<file path="src/rtl/axi_burst_normalizer.sv">
// Splits AXI WRAP/FIXED bursts into INCR sub-bursts for the downstream bridge,
// regenerates W.last per sub-burst and merges the sub-burst responses on R/B.
module axi_burst_normalizer #(
    parameter int DataWidth = 64,
    parameter int AddrWidth = 56,
    parameter int IdWidth   = 1
) (
    input  logic                   clk_i,
    input  logic                   rst_ni,
    input  logic                   host_aw_valid,
    output logic                   host_aw_ready,
    input  logic [IdWidth-1:0]     host_aw_id,
    input  logic [AddrWidth-1:0]   host_aw_addr,
    input  logic [7:0]             host_aw_len,
    input  logic [2:0]             host_aw_size,
    input  logic [1:0]             host_aw_burst,
    input  logic [3:0]             host_aw_cache,
    input  logic [2:0]             host_aw_prot,
    input  logic                   host_w_valid,
    output logic                   host_w_ready,
    input  logic [DataWidth-1:0]   host_w_data,
    input  logic [DataWidth/8-1:0] host_w_strb,
    input  logic                   host_w_last,
    output logic                   host_b_valid,
    input  logic                   host_b_ready,
    output logic [IdWidth-1:0]     host_b_id,
    output logic [1:0]             host_b_resp,
    input  logic                   host_ar_valid,
    output logic                   host_ar_ready,
    input  logic [IdWidth-1:0]     host_ar_id,
    input  logic [AddrWidth-1:0]   host_ar_addr,
    input  logic [7:0]             host_ar_len,
    input  logic [2:0]             host_ar_size,
    input  logic [1:0]             host_ar_burst,
    input  logic [3:0]             host_ar_cache,
    input  logic [2:0]             host_ar_prot,
    output logic                   host_r_valid,
    input  logic                   host_r_ready,
    output logic [IdWidth-1:0]     host_r_id,
    output logic [DataWidth-1:0]   host_r_data,
    output logic [1:0]             host_r_resp,
    output logic                   host_r_last,
    output logic                   device_aw_valid,
    input  logic                   device_aw_ready,
    output logic [IdWidth-1:0]     device_aw_id,
    output logic [AddrWidth-1:0]   device_aw_addr,
    output logic [7:0]             device_aw_len,
    output logic [2:0]             device_aw_size,
    output logic [1:0]             device_aw_burst,
    output logic [3:0]             device_aw_cache,
    output logic [2:0]             device_aw_prot,
    output logic                   device_w_valid,
    input  logic                   device_w_ready,
    output logic [DataWidth-1:0]   device_w_data,
    output logic [DataWidth/8-1:0] device_w_strb,
    output logic                   device_w_last,
    input  logic                   device_b_valid,
    output logic                   device_b_ready,
    input  logic [IdWidth-1:0]     device_b_id,
    input  logic [1:0]             device_b_resp,
    output logic                   device_ar_valid,
    input  logic                   device_ar_ready,
    output logic [IdWidth-1:0]     device_ar_id,
    output logic [AddrWidth-1:0]   device_ar_addr,
    output logic [7:0]             device_ar_len,
    output logic [2:0]             device_ar_size,
    output logic [1:0]             device_ar_burst,
    output logic [3:0]             device_ar_cache,
    output logic [2:0]             device_ar_prot,
    input  logic                   device_r_valid,
    output logic                   device_r_ready,
    input  logic [IdWidth-1:0]     device_r_id,
    input  logic [DataWidth-1:0]   device_r_data,
    input  logic [1:0]             device_r_resp,
    input  logic                   device_r_last
);

    typedef struct packed {
        logic [AddrWidth-1:0] addr0;
        logic [7:0]           len0;
        logic [AddrWidth-1:0] addr1;
        logic [7:0]           len1;
        logic [8:0]           count;
        logic                 fixed;
        logic                 split;
    } plan_t;

    // A WRAP whose start is aligned to the wrap boundary is already a plain INCR.
    function automatic plan_t plan_burst(input logic [AddrWidth-1:0] addr, input logic [7:0] len,
                                         input logic [2:0] size, input logic [1:0] burst);
        plan_t      p;
        logic [11:0] total, mask, off_bytes;
        logic [7:0]  off_beats;
        logic        wrap_ok;
        total     = (12'(len) + 12'd1) << size;
        mask      = total - 12'd1;
        off_bytes = addr[11:0] & mask;
        off_beats = 8'(off_bytes >> size);
        wrap_ok   = (len == 8'd1) || (len == 8'd3) || (len == 8'd7) || (len == 8'd15);
        p.addr0 = addr;
        p.len0  = len;
        p.addr1 = addr;
        p.len1  = len;
        p.count = 9'd1;
        p.fixed = 1'b0;
        p.split = 1'b0;
        if (burst == 2'b00) begin
            p.len0  = 8'd0;
            p.len1  = 8'd0;
            p.count = 9'(len) + 9'd1;
            p.fixed = 1'b1;
        end else if (burst == 2'b10 && wrap_ok && off_beats != 8'd0) begin
            p.len0  = len - off_beats;
            p.addr1 = addr & ~AddrWidth'(mask);
            p.len1  = off_beats - 8'd1;
            p.count = 9'd2;
            p.split = 1'b1;
        end
        return p;
    endfunction

    function automatic logic [1:0] resp_max(input logic [1:0] a, input logic [1:0] b);
        return (a > b) ? a : b;
    endfunction

    typedef enum logic {ArIdle, ArIssue} ar_state_e;
    typedef enum logic {AwIdle, AwIssue} aw_state_e;

    ar_state_e ar_state_q, ar_state_d;
    aw_state_e aw_state_q, aw_state_d;
    plan_t     ar_plan, aw_plan;

    logic [AddrWidth-1:0] ar_cur_addr_q, ar_nxt_addr_q, aw_cur_addr_q, aw_nxt_addr_q;
    logic [7:0]           ar_cur_len_q, ar_nxt_len_q, aw_cur_len_q, aw_nxt_len_q;
    logic [8:0]           ar_iss_left_q, aw_iss_left_q, r_sub_left_q, b_sub_left_q;
    logic [IdWidth-1:0]   ar_id_q, aw_id_q;
    logic [2:0]           ar_size_q, aw_size_q, ar_prot_q, aw_prot_q;
    logic [3:0]           ar_cache_q, aw_cache_q;
    logic                 w_busy_q, w_fixed_q, w_split_q;
    logic [7:0]           w_beat_q, w_last_beat_q, w_split_beat_q;
    logic [1:0]           merged_resp_q;
    logic                 r_busy, b_busy, b_final;
    logic                 ar_accept, aw_accept, r_sub_done, w_hs, b_hs;
    logic                 unused_ar_flags, unused_w_last;

    assign ar_plan         = plan_burst(host_ar_addr, host_ar_len, host_ar_size, host_ar_burst);
    assign aw_plan         = plan_burst(host_aw_addr, host_aw_len, host_aw_size, host_aw_burst);
    assign unused_ar_flags = ar_plan.fixed ^ ar_plan.split;
    assign unused_w_last   = host_w_last;

    assign r_busy     = (r_sub_left_q != 9'd0);
    assign b_busy     = (b_sub_left_q != 9'd0);
    assign b_final    = (b_sub_left_q == 9'd1);
    assign ar_accept  = host_ar_valid && host_ar_ready;
    assign aw_accept  = host_aw_valid && host_aw_ready;
    assign r_sub_done = device_r_valid && device_r_ready && device_r_last && r_busy;
    assign w_hs       = device_w_valid && device_w_ready;
    assign b_hs       = device_b_valid && device_b_ready;

    always_comb begin
        ar_state_d      = ar_state_q;
        host_ar_ready   = 1'b0;
        device_ar_valid = 1'b0;
        case (ar_state_q)
            ArIdle: begin
                host_ar_ready = rst_ni && !r_busy;
                if (host_ar_valid && host_ar_ready) ar_state_d = ArIssue;
            end
            ArIssue: begin
                device_ar_valid = 1'b1;
                if (device_ar_ready && ar_iss_left_q == 9'd1) ar_state_d = ArIdle;
            end
            default: ar_state_d = ArIdle;
        endcase
    end

    always_comb begin
        aw_state_d      = aw_state_q;
        host_aw_ready   = 1'b0;
        device_aw_valid = 1'b0;
        case (aw_state_q)
            AwIdle: begin
                host_aw_ready = rst_ni && !w_busy_q && !b_busy;
                if (host_aw_valid && host_aw_ready) aw_state_d = AwIssue;
            end
            AwIssue: begin
                device_aw_valid = 1'b1;
                if (device_aw_ready && aw_iss_left_q == 9'd1) aw_state_d = AwIdle;
            end
            default: aw_state_d = AwIdle;
        endcase
    end

    assign device_ar_id    = ar_id_q;
    assign device_ar_addr  = ar_cur_addr_q;
    assign device_ar_len   = ar_cur_len_q;
    assign device_ar_size  = ar_size_q;
    assign device_ar_burst = 2'b01;
    assign device_ar_cache = ar_cache_q;
    assign device_ar_prot  = ar_prot_q;
    assign device_aw_id    = aw_id_q;
    assign device_aw_addr  = aw_cur_addr_q;
    assign device_aw_len   = aw_cur_len_q;
    assign device_aw_size  = aw_size_q;
    assign device_aw_burst = 2'b01;
    assign device_aw_cache = aw_cache_q;
    assign device_aw_prot  = aw_prot_q;

    assign host_r_valid   = device_r_valid;
    assign device_r_ready = host_r_ready;
    assign host_r_id      = device_r_id;
    assign host_r_data    = device_r_data;
    assign host_r_resp    = device_r_resp;
    assign host_r_last    = device_r_last && (r_sub_left_q == 9'd1);

    // host W.last is ignored: downstream last is rebuilt from the sub-burst plan.
    assign host_w_ready   = device_w_ready && w_busy_q;
    assign device_w_valid = host_w_valid && w_busy_q;
    assign device_w_data  = host_w_data;
    assign device_w_strb  = host_w_strb;
    assign device_w_last  = w_fixed_q || (w_beat_q == w_last_beat_q) ||
                            (w_split_q && w_beat_q == w_split_beat_q);

    // Only the final sub-burst response reaches the host; earlier ones are absorbed.
    assign device_b_ready = b_busy && (b_final ? host_b_ready : 1'b1);
    assign host_b_valid   = device_b_valid && b_final;
    assign host_b_id      = device_b_id;
    assign host_b_resp    = resp_max(merged_resp_q, device_b_resp);

    always_ff @(posedge clk_i or negedge rst_ni) begin
        if (!rst_ni) begin
            ar_state_q    <= ArIdle;
            ar_cur_addr_q <= '0;
            ar_nxt_addr_q <= '0;
            ar_cur_len_q  <= '0;
            ar_nxt_len_q  <= '0;
            ar_iss_left_q <= '0;
            r_sub_left_q  <= '0;
            ar_id_q       <= '0;
            ar_size_q     <= '0;
            ar_cache_q    <= '0;
            ar_prot_q     <= '0;
        end else begin
            ar_state_q <= ar_state_d;
            if (ar_accept) begin
                ar_cur_addr_q <= ar_plan.addr0;
                ar_cur_len_q  <= ar_plan.len0;
                ar_nxt_addr_q <= ar_plan.addr1;
                ar_nxt_len_q  <= ar_plan.len1;
                ar_iss_left_q <= ar_plan.count;
                r_sub_left_q  <= ar_plan.count;
                ar_id_q       <= host_ar_id;
                ar_size_q     <= host_ar_size;
                ar_cache_q    <= host_ar_cache;
                ar_prot_q     <= host_ar_prot;
            end else begin
                if (device_ar_valid && device_ar_ready) begin
                    ar_cur_addr_q <= ar_nxt_addr_q;
                    ar_cur_len_q  <= ar_nxt_len_q;
                    ar_iss_left_q <= ar_iss_left_q - 9'd1;
                end
                if (r_sub_done) r_sub_left_q <= r_sub_left_q - 9'd1;
            end
        end
    end

    always_ff @(posedge clk_i or negedge rst_ni) begin
        if (!rst_ni) begin
            aw_state_q     <= AwIdle;
            aw_cur_addr_q  <= '0;
            aw_nxt_addr_q  <= '0;
            aw_cur_len_q   <= '0;
            aw_nxt_len_q   <= '0;
            aw_iss_left_q  <= '0;
            b_sub_left_q   <= '0;
            aw_id_q        <= '0;
            aw_size_q      <= '0;
            aw_cache_q     <= '0;
            aw_prot_q      <= '0;
            w_busy_q       <= 1'b0;
            w_fixed_q      <= 1'b0;
            w_split_q      <= 1'b0;
            w_beat_q       <= '0;
            w_last_beat_q  <= '0;
            w_split_beat_q <= '0;
            merged_resp_q  <= '0;
        end else begin
            aw_state_q <= aw_state_d;
            if (aw_accept) begin
                aw_cur_addr_q  <= aw_plan.addr0;
                aw_cur_len_q   <= aw_plan.len0;
                aw_nxt_addr_q  <= aw_plan.addr1;
                aw_nxt_len_q   <= aw_plan.len1;
                aw_iss_left_q  <= aw_plan.count;
                b_sub_left_q   <= aw_plan.count;
                aw_id_q        <= host_aw_id;
                aw_size_q      <= host_aw_size;
                aw_cache_q     <= host_aw_cache;
                aw_prot_q      <= host_aw_prot;
                w_busy_q       <= 1'b1;
                w_fixed_q      <= aw_plan.fixed;
                w_split_q      <= aw_plan.split;
                w_beat_q       <= '0;
                w_last_beat_q  <= host_aw_len;
                w_split_beat_q <= aw_plan.len0;
            end else begin
                if (device_aw_valid && device_aw_ready) begin
                    aw_cur_addr_q <= aw_nxt_addr_q;
                    aw_cur_len_q  <= aw_nxt_len_q;
                    aw_iss_left_q <= aw_iss_left_q - 9'd1;
                end
                if (w_hs) begin
                    if (w_beat_q == w_last_beat_q) begin
                        w_busy_q <= 1'b0;
                        w_beat_q <= '0;
                    end else begin
                        w_beat_q <= w_beat_q + 8'd1;
                    end
                end
                if (b_hs) begin
                    b_sub_left_q  <= b_sub_left_q - 9'd1;
                    merged_resp_q <= b_final ? 2'b00 : resp_max(merged_resp_q, device_b_resp);
                end
            end
        end
    end

endmodule

</file>
<file path="config.mk">
export PLATFORM = sky130hd
export DESIGN_NAME = axi_burst_normalizer
export DESIGN_NICKNAME = d
export VERILOG_FILES = /design/src/rtl/axi_burst_normalizer.sv
export SDC_FILE = /design/constraint.sdc
export NUM_CORES = 1
export LEC_CHECK = 0
export BUFFER_PORTS_ARGS = -buffer_cell sky130_fd_sc_hd__buf_2
export CELL_PAD_IN_SITES_DETAIL_PLACEMENT = 1
export CELL_PAD_IN_SITES_GLOBAL_PLACEMENT = 1
export CORE_UTILIZATION = 35
export DETAILED_ROUTE_END_ITERATION = 16
export PLACE_DENSITY = 0.81
export SYNTH_ARGS = -nofsm -noshare
export SYNTH_HDL_FRONTEND = slang
export SYNTH_SLANG_ARGS = --single-unit
</file>
<file path="constraint.sdc">
create_clock -name clk_i -period 3.2 [get_ports clk_i]
set_clock_uncertainty 0.2 [all_clocks]
set_input_delay 0.32 -clock clk_i [delete_from_list [all_inputs] [get_ports clk_i]]
set_output_delay 0.32 -clock clk_i [all_outputs]
set_load 0.05 [all_outputs]
</file>
==> impl_metrics.yaml, run 1 <==
status:
  status: "finished with violations"
  violations: "setup timing"
pwr:
  peakVddDrop_v: 0.000498
  p_per_area_nw_per_um2: 802
  cellLeakagePower_nw: 13.9
worst_setup_path:
  setup.worst_path.end_class: "register"
  required_ns: 3.53
  timing.rr.end: "r_sub_left_q[7]"
  r2r_cells: 11
  reg2reg_slack_ns: 0.01
  crit_start: "host_ar_len[0]"
  crit_fanout: 5
  crit_path_end: "device_ar_len[6]"
  crit_path_start_kind: "input pin"
  path_class: "input pin to register"
  crit_arrival_ns: 4.94
  worstReg2RegStart: "r_sub_left_q[0]"
min_path:
  min_from: "device_b_valid"
  hp-class: "input pin to register"
yosys:
  synth_ff_type: "dfrtp_1"
  yosys.area.top_type: "dfrtp_1"
  syn_area_um2: 19800
  yosysMostFrequentCell: "nand2_1"
  avgSynthCellArea_um2: 8.74
  ys_types: 100
  synth-seq-cells: 345
  netlist.area_leader.share_pct: 43.5
  async_reset_ff_share_pct: 100
  ys_top_cells_by_area: "dfrtp_1 (44%), nand2_1 (9.8%), buf_4 (5.8%)"
  syn_inst: 2269
  synth_commonest_cells: "nand2_1 (519), dfrtp_1 (345), nor2_1 (177)"
  ys.warnings.count: 0
  synth_seq_area_share_pct: 43.5
  synth_edf_count: 0
timing:
  tightest_slew_ns: 0.937
  rsz0062_at_grt: "true"
  fin_crit_sh_pct: 144
  drv_slew: 0
  fmax_mhz: 217
  slew-limit-headroom_pct: 37.5
  fin_ws_ns: -1.42
  finalSetupViolCount: 73
  report.final.hold_viol_count: 0
  period_needed_ns: 4.62
cts:
  root_buffer: "clkbuf_16"
  h-tree-depth: 2
  cts_inserted_buffers: 41
  clk_latency_ns: 0.59
  clockBufferDepth: 3
  clkSinkCount: 345
  cts_tree: "done"
  clk_pin_slew_worst_paths_ns: 0.07
global_route:
  grt-ovfl-total: 0
  top_usage_layer: "met2"
  grt_util_met2_pct: 50.8
  met1_usage_pct: 32.1
  use_met3_pct: 6.58
  track_usage_pct: 28.8
  grt_first_pass_wirelength_um: 129000
  first_global_vias: 22400
  grt_max_degree: 170
  antenna_found_initial: 2
drt:
  drt_iter0_drc: 1377
  drc_errors: 0
  vias_per_cell: 5.63
  wl_um: 89100
  wire_per_inst_um: 24.1
  drtPass1Iterations: 9
  vias: 20900
  drtAntennaViolNets: 0
floorplanning:
  die_area_um2: 57600
  start_util_pct: 35.7
  die_x_um: 240
  num_rows: 86
  io-pin-count: 618
  core_um2: 55500
  die_height_um: 240
placed_design:
  post_dp_cell_area_um2: 23900
  place_inst: 3415
  io_buffers: 332
  hpwl_um: 53000
  post-place-ws_ns: -1.92
  gp_congestion: 0.911
layout:
  final_core_util_pct: 51.7
  nets: 3263
  syn_to_final_growth_pct: 44.7
  fin_area_um2: 28700
  layout.cells.non_filler: 3701
  drive_above_1_share_pct: 38.1
flow_run:
  cap_violations: 0
==> power breakdown <==
part           internal (mW)  total, mW  switching [mW]
combinational           3.33       10.5            7.16
sequential              6.25       7.56            1.31
clock                   2.97       4.95            1.98
total                   12.6       23.0            10.4
==> area by class of cell <==
cell class                 count  area (µm²)
fill                        6367       26800
multi-input combinational   1608       11000
sequential                   345        8630
timing repair buffer         877        6560
clock buffer                  58        1210
tap                          748         936
clock inverter                14         203
inverter                      48         199
antenna                        3        7.51
==> cell families (layout without fill, tap and decap cells) <==
family,count (synthesis),count (layout),share of synthesized area [%]
AO/OA/AOI/OAI,477,477,16.0
XOR/XNOR,85,85,3.87
adder cells (fa/ha/maj),38,38,2.41
buffers and inverters,318,997,9.20
flip-flops,345,345,43.5
multiplexers,85,85,4.82
other,2,7,0.0379
AND/OR/NAND/NOR,919,919,20.1
==> layer usage <==
layer | wire length [µm] | share of wire, %
met5 | 51 | 0.057
met4 | 5580 | 6.3
met3 | 5920 | 6.7
met2 | 44700 | 50
met1 | 32800 | 37
==> placed cells by master (no fill, tap or decap), drive strengths merged, types with 11 or more instances in the layout <==
cell type,netlist,final
a21oi,103,103
nor4,11,11
clkbuf,88,58
buf,182,740
a21o,11,11
o21ai,120,120
clkinv,7,14
dfrtp,345,345
nand3,60,60
nand2b,12,12
xnor2,43,43
and2,17,17
mux2i,29,29
mux2,53,53
nand4,18,18
inv,41,43
nor2,178,178
or3,11,11
o211a,11,11
ha,30,30
o211ai,24,24
dlygate4sd3,0,137
and3,17,17
nand2,520,520
o22ai,14,14
xor2,42,42
nor3,31,31
a31oi,71,71
==> worst min-delay path by stage <==
stage	end	slack [ns]	depth (start not counted)
floorplan	ar_iss_left_q[0]	-0.18	0
global placement	aw_nxt_addr_q[36]	0.24	2
detailed placement	aw_nxt_addr_q[55]	0.25	2
CTS	b_sub_left_q[8]	0.001	4
global route	merged_resp_q[1]	0.07	4
finish	b_sub_left_q[0]	0.02	4
==> per-stage QoR <==
stage / power [mW] / hold slack (ns) / setup TNS [ns]
floorplan: 14.2 / -0.176 / -59.04
global placement: 16.4 / 0.243 / -103.20
detailed placement: 16.9 / 0.251 / -113.79
CTS: 22.4 / 0.00116 / -50.37
global route: 24.1 / 0.0686 / -77.98
finish: 23.0 / 0.0190 / -73.12
==> critical path, stage by stage <==
cell and delay, ns:
buf_12 0.12, ha_4 0.18, buf_6 0.13, xor2_4 0.16, o211ai_1 0.30, o211ai_1 0.27, a21oi_2 0.31, nand2b_1 0.16
buf_4 0.17, o21ai_4 0.17, nand3_2 0.11, mux2_4 0.28, mux4_2 0.54, fa_2 0.42, maj3_2 0.35, maj3_2 0.37
o211a_1 0.17, or3_4 0.34, nand3_1 0.07
==> registers in the layout, indices dropped and copies added (netlist names), 4 cells and up <==
signal	cells
aw_iss_left_q	9
w_beat_q	8
device_ar_addr	56
b_sub_left_q	9
device_aw_addr	56
w_last_beat_q	8
ar_nxt_addr_q	56
device_aw_cache	4
w_split_beat_q	8
aw_nxt_addr_q	56
r_sub_left_q	9
aw_nxt_len_q	8
device_ar_len	8
ar_iss_left_q	9
device_aw_len	8
device_ar_cache	4
ar_nxt_len_q	8
==> timing repair <==
action / in CTS / in global routing
gates resized for setup: 216 / 98
pin swaps: 98 / 68
hold endpoints to repair: 362 / 0
gates cloned: 4 / 1
hold buffers: 137 / 0
endpoints found under the setup margin: 73 / 75
setup buffers: 47 / 35
No activity file was read; power rests on OpenSTA's default activity.
==> inputs of run 2 (changes only) <==
CORE_AREA = 2 2 239 241   (was default)
CORE_UTILIZATION = default   (was 35)
DIE_AREA = 0 0 241 243   (was default)
MAX_ROUTING_LAYER = met4   (was default)
PLACE_DENSITY = 0.82   (was 0.81)
==> run 2 against run 1 <==
  * The run still ends with setup timing left
  * Clock power barely moved
  * Maximum frequency grew 4.7%
  * Total power fell by 0.53%
  * Clock-buffer cell count shrank 1
  * Design area is 0.82% higher
  * Largest power group unchanged
==> impl_metrics.yaml, run 2 (same netlist as run 1, synthesis figures left out) <==
pwr:
  p_per_area_nw_per_um2: 791
  peakVddDrop_v: 0.000670
  cellLeakagePower_nw: 14.0
  finalPower_mw: 22.9
worst_setup_path:
  setup.worst_path.end_class: "register"
  required_ns: 3.51
  path_class: "input pin to register"
  crit_arrival_ns: 4.72
  crit_fanout: 5
  crit_path_start_kind: "input pin"
  r2r_cells: 10
min_path:
  min_path_cells: 5
  hp-class: "input pin to register"
cts:
  h-tree-depth: 2
  root_buffer: "clkbuf_16"
  clockBufferDepth: 3
  cts_tree: "done"
  clkSinkCount: 345
  cts_inserted_buffers: 41
  clk_latency_ns: 0.58
  clk_pin_slew_worst_paths_ns: 0.06
drt:
  drt_iter0_drc: 1468
  drtAntennaViolNets: 0
  vias: 20400
  drtPass1Iterations: 5
  wire_per_inst_um: 23.2
  drc_errors: 0
  vias_per_cell: 5.48
  wl_um: 86500
timing:
  finalSetupViolCount: 73
  period_needed_ns: 4.41
  hold-worst-slack_ns: 0.0422
  rsz0062_at_grt: "true"
  slew-limit-headroom_pct: 29.8
  tightest_slew_ns: 1.05
  fmax_mhz: 227
  drv_slew: 0
  fin_crit_sh_pct: 138
  report.final.hold_viol_count: 0
  fin_ws_ns: -1.21
global_route:
  first_global_vias: 22400
  antenna_found_initial: 3
  grt_max_degree: 168
  track_usage_pct: 29.2
  grt_first_pass_wirelength_um: 130000
  grt-ovfl-total: 0
layout:
  antenna_cells: 0
  final_common_cell: "nand2_1"
  nets: 3281
  final_cell_mix: "nand2_1 (502), buf_4 (374), dfrtp_1 (345), buf_2 (323), nor2_1 (161)"
  drive_above_1_share_pct: 39.1
  syn_to_final_growth_pct: 45.9
  nFillCells: 6460
flow_run:
  cap_violations: 0
floorplanning:
  io-pin-count: 618
  die_height_um: 243
  num_rows: 87
  start_util_pct: 35.4
  die_area_um2: 58600
  die_x_um: 241
  core_um2: 56000
status:
  violations: "setup timing"
  status: "finished with violations"
placed_design:
  io_buffers: 332
  hpwl_um: 56600
  gp_congestion: 0.920
[run 2: cell types whose count changed in the layout (fill, tap and decap cells not counted), sizes merged]
cell / before / now
clkbuf: 58 / 57
buf: 740 / 760
dlygate4sd3: 137 / 135
diode: 3 / 0
clkinvlp: 1 / 3
inv: 43 / 42
[run 2: critical path, cell delays in order]
cell      delay, ns
buf_12         0.10
ha_4           0.16
buf_6          0.12
inv_4          0.03
or4_1          0.51
nand4_1        0.16
buf_4          0.14
o211ai_1       0.21
buf_4          0.22
a21oi_4        0.15
o21ai_4        0.08
mux2_4         0.28
mux4_2         0.54
fa_2           0.40
maj3_2         0.34
maj3_2         0.31
buf_4          0.15
xnor2_2        0.13
o21ai_1        0.17
and3_1         0.20
[run 2: worst paths after layout]
kind	from	endpoint	slack, ns
setup / recovery	host_ar_len[0]	device_ar_len[4]	-1.21
min in group asynchronous	rst_ni	device_ar_size[0]	0.24
setup reg to reg	r_sub_left_q[3]	device_ar_len[6]	0.14
max in group asynchronous	rst_ni	device_aw_addr[43]	1.17
hold reg to reg	aw_nxt_addr_q[53]	aw_nxt_addr_q[53]	0.26
hold / removal	host_ar_addr[7]	ar_nxt_addr_q[7]	0.04
[run 2: timing repair]
| action | CTS | global route |
|---|---|---|
| pin swaps | 113 | 58 |
| buffers inserted | 65 | 28 |
| hold endpoints to repair | 262 | 0 |
| endpoints found under the setup margin | 73 | 75 |
| hold buffers | 135 | 0 |
| gates cloned | 6 | 0 |
| gates resized for setup | 256 | 83 |
[run 2: per-stage QoR]
stage | std cells | cell area (µm²) | TNS [ns] | setup slack (ns) | util, %
global placement | 3430 | 23900 | -104.52 | -1.75 | 42.8
CTS | 3702 | 28400 | -52.99 | -0.996 | 50.7
finish | 3724 | 28900 | -67.25 | -1.21 | 51.7
detailed placement | 3430 | 23900 | -114.53 | -1.88 | 42.8
floorplan | 2271 | 20300 | -59.04 | -1.45 | -
global route | 3724 | 28900 | -74.96 | -1.38 | 51.7
[run 2: per-layer routing]
metal | wire (µm) | global-route usage [%]
met5 | 0 | -
met4 | 3680 | 11.8
met3 | 5330 | 5.54
met2 | 44400 | 50.6
met1 | 33100 | 32.9
[run 2: final cells by class]
type	instances	area, µm²	area share [%]
Clock buffer	57	1190	4.10
Inverter	48	201	0.696
Clock inverter	15	209	0.722
Sequential cell	345	8630	29.8
Multi-Input combinational cell	1608	11000	38.1
Tap cell	756	946	3.27
Timing Repair Buffer	895	6720	23.2
[run 2: where the power goes]
part	switching (mW)	internal [mW]	total, mW
Sequential	1.29	6.25	7.54
Combinational	7.05	3.36	10.4
Clock	2.01	2.93	4.94
==> inputs of run 3 (changes only) <==
CORE_AREA = default   (was 2 2 239 241)
CORE_UTILIZATION = 35   (was default)
DIE_AREA = default   (was 0 0 241 243)
PLACE_DENSITY = 0.84   (was 0.82)
clock period = 3.55 ns   (was 3.2 ns; I/O delays follow)
==> run 3 against run 2 <==
  * The flow still finishes with violations (setup timing)
  * Combinational power shrank 9%
  * Largest cell class unchanged
  * Total power shrank 9.7%
  * Via count grew 1.4%
  * Sequential power shrank 9.0%
  * Highest routed layer unchanged
  * First-iteration DRC count shrank 6.8%
  * Cell count shrank 0.94%
  * Flip-flop and latch count is the same
==> impl_metrics.yaml, run 3 (same netlist as run 1, synthesis figures left out) <==
status:
  status: "finished with violations"
  violations: "setup timing"
floorplanning:
  io-pin-count: 618
  die_area_um2: 57600
  die_x_um: 240
  start_util_pct: 35.7
  num_rows: 86
  core_um2: 55500
  die_height_um: 240
worst_setup_path:
  timing.rr.end: "r_sub_left_q[7]"
  crit_slowest_cell: "mux4_2"
  worstReg2RegStart: "r_sub_left_q[0]"
  crit_fanout: 4
  crit_path_end: "device_ar_len[6]"
  path_class: "input pin to register"
  crit_start: "host_ar_len[5]"
  crit_arrival_ns: 4.95
  required_ns: 3.87
  setup.worst_path.end_class: "register"
  cp_cell_sequence: "buf_6 > nand4_1 > o211ai_2 > nand4_1 > buf_4 > a22o_1 > o32a_1 > buf_6 > o21ai_2 > nand3_1 > mux2_4 > mux4_2 > fa_2 > maj3_2 > maj3_2 > o211a_1 > or3_1 > nand3_1"
  crit_path_start_kind: "input pin"
  r2r_cells: 11
  reg2reg_slack_ns: 0.25
  max_stage_delay_ns: 0.58
flow_run:
  cap_violations: 0
timing:
  tightest_slew_ns: 0.941
  hold-worst-slack_ns: 0.0569
  drv_slew: 0
  slew-limit-headroom_pct: 37.3
  setup-tns-final_ns: -42.72
  fmax_mhz: 216
  period_needed_ns: 4.63
  report.final.hold_viol_count: 0
  finalSetupViolCount: 73
  fin_ws_ns: -1.08
  rsz0062_at_grt: "true"
  fin_crit_sh_pct: 131
cts:
  clk_pin_slew_worst_paths_ns: 0.06
  root_buffer: "clkbuf_16"
  cts_inserted_buffers: 42
  clkSinkCount: 345
  h-tree-depth: 2
  cts_tree: "done"
  clockBufferDepth: 3
  clk_latency_ns: 0.58
global_route:
  track_usage_pct: 29.5
  first_global_vias: 22500
  grt_first_pass_wirelength_um: 129000
  antenna_found_initial: 4
  grt-ovfl-total: 0
  grt_max_degree: 171
drt:
  drtAntennaViolNets: 0
  drt_iter0_drc: 1368
  drc_errors: 0
  wl_um: 89800
  vias: 20700
  wire_per_inst_um: 24.3
  vias_per_cell: 5.61
  drtPass1Iterations: 5
placed_design:
  io_buffers: 332
  hpwl_um: 55300
  gp_congestion: 0.966
pwr:
  peakVddDrop_v: 0.000499
  p_per_area_nw_per_um2: 721
  cellLeakagePower_nw: 13.8
  finalPower_mw: 20.7
layout:
  final_common_cell: "nand2_1"
  nets: 3252
  syn_to_final_growth_pct: 44.6
  drive_above_1_share_pct: 38.6
  nFillCells: 6345
  final_cell_mix: "nand2_1 (507), buf_4 (347), dfrtp_1 (345), buf_2 (318), nor2_1 (161)"
min_path:
  hp-class: "input pin to register"
## run 3: cell count changes in the layout (fill, tap and decap cells not counted), sizes merged
cell	delta
buf	-25
bufinv	-3
clkbuf	+6
clkinv	-3
clkinvlp	-1
diode	+2
dlygate4sd3	-5
inv	+2
## run 3: metrics by stage
step	std cells	cell area [µm²]	utilization, %	worst slack, ns
3_5_place_dp	3398	23700	42.8	-1.60
6_report	3689	28700	51.6	-1.08
3_3_place_gp	3398	23700	42.8	-1.44
4_1_cts	3655	27800	50.1	-0.719
2_1_floorplan	2271	20300	-	-1.14
5_1_grt	3689	28700	51.6	-1.23
## run 3: per-layer routing
metal / vias up / GRT usage [%] / wire length (µm)
li1: 8988 / - / -
met1: 10400 / 32.5 / 33900
met2: 948 / 50.5 / 45100
met3: 326 / 6.74 / 6080
met4: 0 / 13.9 / 4760
met5: - / - / 0
## run 3: final cells by class
cell class,count,area (µm²),share of cell area (%)
Tap cell,748,936,3.26
Timing Repair Buffer,865,6510,22.7
Antenna cell,2,5.00,0.0175
Clock inverter,10,135,0.471
Clock buffer,63,1220,4.25
Inverter,48,201,0.703
Sequential cell,345,8630,30.1
Multi-Input combinational cell,1608,11000,38.5
## run 3: what timing repair did
item                                    4_1_cts  5_1_grt
gates cloned                                  3        0
pin swaps                                    95       85
hold buffers                                129        1
buffers inserted                             55       46
endpoints found under the setup margin       73       73
gates resized for setup                     220      139
endpoints found under the hold margin       316        1
## run 3: worst min-delay path by stage
stage,from,cells past startpoint,to
after floorplan,rst_ni,0,ar_iss_left_q[0]
after global placement,rst_ni,1,aw_nxt_len_q[5]
after detailed placement,rst_ni,1,aw_nxt_len_q[5]
after CTS,host_ar_addr[7],4,device_ar_addr[7]
after global routing,host_aw_len[6],4,w_last_beat_q[6]
final,host_aw_len[6],4,w_last_beat_q[6]
## run 3: critical path: cells and delay by family
family	cells	cell delay, ns
buf+inv	3	0.41
simple gates	5	0.99
fa+ha+maj	3	1.06
mux	2	0.89
compound gates	5	1.23
## run 3: power breakdown
group / total [mW] / internal, mW / switching (mW) / leakage [nW]
logic: 9.51 / 3.02 / 6.50 / 8.69
registers: 6.86 / 5.64 / 1.22 / 4.49
clock network: 4.30 / 2.47 / 1.83 / 0.653
total: 20.7 / 11.1 / 9.55 / 13.8
